File: src/rtl/regfile_seq_ctrl.sv
// regfile_seq_ctrl: command-driven COPY/FILL/ADDI/SUM sequencer for a 16x8 register file.
// Define REGSEQ_SAT_EN to make ADDI results and the SUM accumulator saturate instead of wrap.
module regfile_seq_ctrl #(
    parameter int ADDR_W = 4,
    parameter int DATA_W = 8
) (
    input  logic              clk,
    input  logic              rst,
    input  logic              cmd_valid,
    output logic              cmd_ready,
    input  logic [1:0]        cmd_op,
    input  logic [ADDR_W-1:0] cmd_src,
    input  logic [ADDR_W-1:0] cmd_dst,
    input  logic [ADDR_W-1:0] cmd_len,
    input  logic [DATA_W-1:0] cmd_imm,
    output logic [ADDR_W-1:0] rf_read_reg,
    input  logic [DATA_W-1:0] rf_read_data,
    output logic [ADDR_W-1:0] rf_write_reg,
    output logic [DATA_W-1:0] rf_write_data,
    output logic              rf_write_en,
    output logic              busy,
    output logic              done
);
    typedef enum logic [1:0] {IDLE, RUN, WB, DONE} state_t;
    localparam logic [1:0] OP_COPY = 2'd0, OP_FILL = 2'd1, OP_SUM = 2'd3;

    state_t            state_q, state_d;
    logic [1:0]        op_q;
    logic [ADDR_W-1:0] src_q, dst_q, len_q, idx_q, idx_d;
    logic [DATA_W-1:0] imm_q, acc_q, acc_d;
    logic              accept;

    function automatic logic [DATA_W-1:0] add_fn(input logic [DATA_W-1:0] a, input logic [DATA_W-1:0] b);
        logic [DATA_W:0] s;
        s = {1'b0, a} + {1'b0, b};
`ifdef REGSEQ_SAT_EN
        return s[DATA_W] ? '1 : s[DATA_W-1:0];
`else
        return s[DATA_W-1:0];
`endif
    endfunction

    assign accept = cmd_valid && state_q == IDLE;

    always_ff @(posedge clk) begin
        if (rst) begin
            state_q <= IDLE;
            op_q    <= '0;
            src_q   <= '0;
            dst_q   <= '0;
            len_q   <= '0;
            imm_q   <= '0;
            idx_q   <= '0;
            acc_q   <= '0;
        end else begin
            state_q <= state_d;
            idx_q   <= idx_d;
            acc_q   <= acc_d;
            if (accept) begin
                op_q  <= cmd_op;
                src_q <= cmd_src;
                dst_q <= cmd_dst;
                len_q <= cmd_len;
                imm_q <= cmd_imm;
            end
        end
    end

    always_comb begin
        state_d       = state_q;
        idx_d         = idx_q;
        acc_d         = acc_q;
        cmd_ready     = 1'b0;
        busy          = 1'b1;
        done          = 1'b0;
        rf_read_reg   = '0;
        rf_write_reg  = '0;
        rf_write_data = '0;
        rf_write_en   = 1'b0;
        unique case (state_q)
            IDLE: begin
                cmd_ready = 1'b1;
                busy      = 1'b0;
                if (cmd_valid) begin
                    state_d = RUN;
                    idx_d   = '0;
                    acc_d   = '0;
                end
            end
            RUN: begin
                rf_read_reg   = op_q == OP_FILL ? '0 : src_q + idx_q;
                rf_write_reg  = dst_q + idx_q;
                rf_write_en   = op_q != OP_SUM;
                rf_write_data = op_q == OP_COPY ? rf_read_data :
                                op_q == OP_FILL ? imm_q : add_fn(rf_read_data, imm_q);
                acc_d         = op_q == OP_SUM ? add_fn(acc_q, rf_read_data) : acc_q;
                idx_d         = idx_q + 1'b1;
                if (idx_q == len_q) state_d = op_q == OP_SUM ? WB : DONE;
            end
            WB: begin
                rf_write_reg  = dst_q;
                rf_write_data = acc_q;
                rf_write_en   = 1'b1;
                state_d       = DONE;
            end
            DONE: begin
                done    = 1'b1;
                state_d = IDLE;
            end
        endcase
    end
endmodule

File: config.mk
export PLATFORM = sky130hd
export DESIGN_NAME = regfile_seq_ctrl
export DESIGN_NICKNAME = d
export VERILOG_FILES = /design/src/rtl/regfile_seq_ctrl.sv
export SDC_FILE = /design/constraint.sdc
export NUM_CORES = 1
export LEC_CHECK = 0
export CAP_MARGIN = 10
export CORE_ASPECT_RATIO = 0.5
export CORE_MARGIN = 3
export CORE_UTILIZATION = 30
export CTS_BUF_LIST = sky130_fd_sc_hd__clkbuf_4
export CTS_CLUSTER_DIAMETER = 40
export CTS_CLUSTER_SIZE = 40
export DETAILED_ROUTE_END_ITERATION = 10
export PLACE_DENSITY = 0.55
export SLEW_MARGIN = 20
export SYNTH_ARGS = -nofsm -noshare
export SYNTH_HDL_FRONTEND = slang
export SYNTH_SLANG_ARGS = --single-unit
File: constraint.sdc
create_clock -name clk -period 3.85 [get_ports clk]
set_clock_uncertainty 0.05 [all_clocks]
set_input_delay 0.385 -clock clk [delete_from_list [all_inputs] [get_ports clk]]
set_output_delay 0.385 -clock clk [all_outputs]
set_load 0.005 [all_outputs]
==> summary.txt <==
Worst setup path
  – Reg2reg end: acc_q[7]
  – Kind of critical path: in -> out
  – CP Capture Point: rf_write_data[6]
  – Crit-path max cell delay: 0.52 ns
  – CP Capture Type: output pin
  – Worst-path maximum fanout: 3
  – Worst setup SP type: input pin
  – Reg2Reg Depth: 8
  – Reg2Reg Launch Point: state_q[0]
  – Max stage delay cell, worst path: clkdlybuf4s50_1
  – R2R Setup Slk: 1.71 ns
  – Worst Path Required: 3.41 ns
  – Endpoint arrival time on the critical path: 2.81 ns
  – CP Cell Sequence: clkdlybuf4s50_1 > ha_1 > inv_1 > fa_1 > nor2b_1 > o21ai_1 > nand2b_1 > a31oi_1 > xor2_1 > a31oi_1 > clkdlybuf4s50_1
  – Worst setup path startpoint: rf_read_data[0]

Cells and area
  – Fin area: 0.00331 sq mm
  – Share of cells above drive strength 1: 0.0499
  – Core Util, Final: 0.402
  – Area grow syn2layout: 26.3%
  – Filler instances: 875
  – Diodes inserted: 0
  – Nets: 443

Global routing
  – Largest net degree at the start of global routing: 24
  – Global-route usage over all layers: 0.147
  – Initial antenna violation count: 0
  – First-pass GRT wire length: 12.1 mm
  – GRT overflow: 0
  – Vias in the first global route: 2483

Worst hold path
  – Worst hold path type: reg -> reg

Power and ir drop
  – Pwr per Cell Area: 485 mW/mm^2
  – IR drop worst, VDD: 0.000342 V
  – Leakage Power: 1.36 nW
  – Total Power: 1.60 mW

Timing
  – Fin crit share: 0.842
  – Max Freq: 309 MHz
  – Slew @ Worst Pin: 0.769 ns
  – Final Critical Period: 3.24 ns
  – Rel. slew slack: 0.486
  – TNS Setup: 0 ns
  – Final Setup Violations: 0
  – Slew Limit Fails: 0
  – Final Hold Viols: 0
  – Hold_ws: 0.425 ns
  – RSZ-0062 raised after global routing: false

Yosys
  – Synth Cell Area: 0.00262 sq mm
  – Flops & latches, synth: 36
  – Share of the synthesized area in the top cell type: 0.275
  – Post-synthesis simple-gate area fraction: 0.191
  – Cells after synthesis: 333
  – Post-synth EDFFs: 0
  – Yosys warns: 0
  – Synth cell types: 44
  – Largest family of logic cells by synthesized area: compound AO/OA/AOI/OAI gates
  – Cell taking the most area after synthesis: dfxtp_1
  – Post-synthesis compound-gate area fraction: 0.219
  – Synth Area in Adders: 0.155
  – Sequential-to-total area share from yosys stat: 0.275
  – XOR/XNOR Fraction of Synth Area: 0.0669
  – Synth cell count leaders: nand2_1 (62), a21oi_1 (39), dfxtp_1 (36)
  – Synth Flop Type: dfxtp_1
  – Synth Area per Inst: 7.87 sq um
  – Post-synthesis mux area share: 0.0353
  – Asr flop ratio synth: 0
  – Synth Net Count: 396
  – Synth area leaders: dfxtp_1 (28%), ha_1 (12%), nand2_1 (8.9%), a21oi_1 (7.4%), a22oi_1 (4.0%)
  – Count leader, synth: nand2_1

Clock tree
  – Clk sinks: 36
  – CTS Buf Count: 5
  – CTS tree: done
  – Post-CTS Hold Buffers: 0
  – H-tree Lvls: 2
  – Clk slew on worst S/H paths: 0.11 ns
  – Postcts setup bufs: 0
  – Clock buffer depth: 2
  – Quantity of gates resized following cts: 0
  – Worst-Skew Late Latency: 0.35 ns
  – Root Buffer: clkbuf_4

Place
  – IO Port Bufs: 52
  – Placed instance area: 0.00323 sq mm
  – GP Congestion: 0.837
  – Post-DP HPWL: 5.44 mm

Die
  – Initial core utilization: 0.318
  – Row count: 23
  – Die width: 138 um
  – Die Y: 72.1 um
  – I/O pin count: 53
  – Placeable Area: 0.00823 sq mm
  – Total die area: 0.00996 sq mm

Status
  – Outcome: complete, no violations

Drt
  – Final ANT Viol Nets: 0
  – Total wire length: 7.03 mm
  – First-pass DRT Iterations: 4
  – DRC viols: 0
  – Via count: 2435
  – Vias/cell: 4.94
  – DRT iter0 DRCs: 120
  – Wire per inst: 14.3 um

Flow run
  – # Max-Cap Violations: 0
-- placed cells by master, fill, tap and decap left out, types with 4 or more instances in the layout --
cell type         n
a21o_1            8
a21oi_1          39
a22oi_1          14
buf_4             6
clkbuf_4          5
clkdlybuf4s50_1  52
dfxtp_1          36
fa_1              4
ha_1             26
inv_1            15
mux2i_1           7
nand2_1          62
nand3_1           4
nor2_1           21
nor2b_1          10
o21ai_0           4
o21ai_1          11
xnor2_1           9
xor2_1           11
-- metal layers --
layer,share of wire,global-route usage,vias to the layer above
li1,-,-,1241
met4,0.010,0.0383,0
met1,0.49,0.194,1143
met5,0,0,-
met2,0.46,0.251,45
met3,0.039,0.0309,6
-- stage by stage --
stage / worst slack (ns) / std cells
after floorplan: 1.76 / 333
after global placement: 0.615 / 485
after detailed placement: 0.593 / 485
after CTS: 0.592 / 493
after global routing: 0.426 / 493
final: 0.610 / 493
-- layout make-up --
type / instances / area, sq um / area share
clock buffers: 5 / 37.5 / 0.0113
clock inverters: 3 / 42.5 / 0.0129
inverters: 15 / 56.3 / 0.0170
multi-input cells: 264 / 1750 / 0.528
flip-flops and latches: 36 / 721 / 0.218
well taps: 112 / 140 / 0.0424
repair buffers: 58 / 566 / 0.171
-- how the worst min path moves through the flow --
stage	from	cells after the start	slack, ns	endpoint
2_1_floorplan	src_q[0]	2	0.39	src_q[0]
3_3_place_gp	src_q[0]	2	0.40	src_q[0]
3_5_place_dp	src_q[2]	2	0.41	src_q[2]
4_1_cts	src_q[2]	2	0.43	src_q[2]
5_1_grt	src_q[2]	2	0.45	src_q[2]
6_report	src_q[0]	2	0.43	src_q[0]
-- where the power goes --
group	switching (mW)	internal, mW	total (mW)	leakage, nW
sequential	0.0741	0.429	0.503	0.294
clock	0.138	0.135	0.273	0.0412
combinational	0.455	0.373	0.828	1.02
-- kinds of logic after synthesis --
logic type	after synthesis
buffers and inverters	33
and+or+nand+nor	112
adders and majority gates	30
muxes	9
xor gates and xnor gates	20
AOI/OAI and AO/OA	93
DFF	36
-- critical path, delay by kind of cell --
| kind | cells | cell delay [ns] |
|---|---|---|
| fa+ha+maj | 2 | 0.59 |
| compound gates | 3 | 0.35 |
| xor+xnor | 1 | 0.15 |
| buf+inv | 3 | 1.09 |
| simple gates | 2 | 0.24 |
-- state kept, by name (all words and copies together), names as in the netlist --
register  count
state_q       2
acc_q         8
imm_q         8
dst_q         4
op_q          2
idx_q         4
len_q         4
src_q         4
Power figures use the tool's default switching activity.
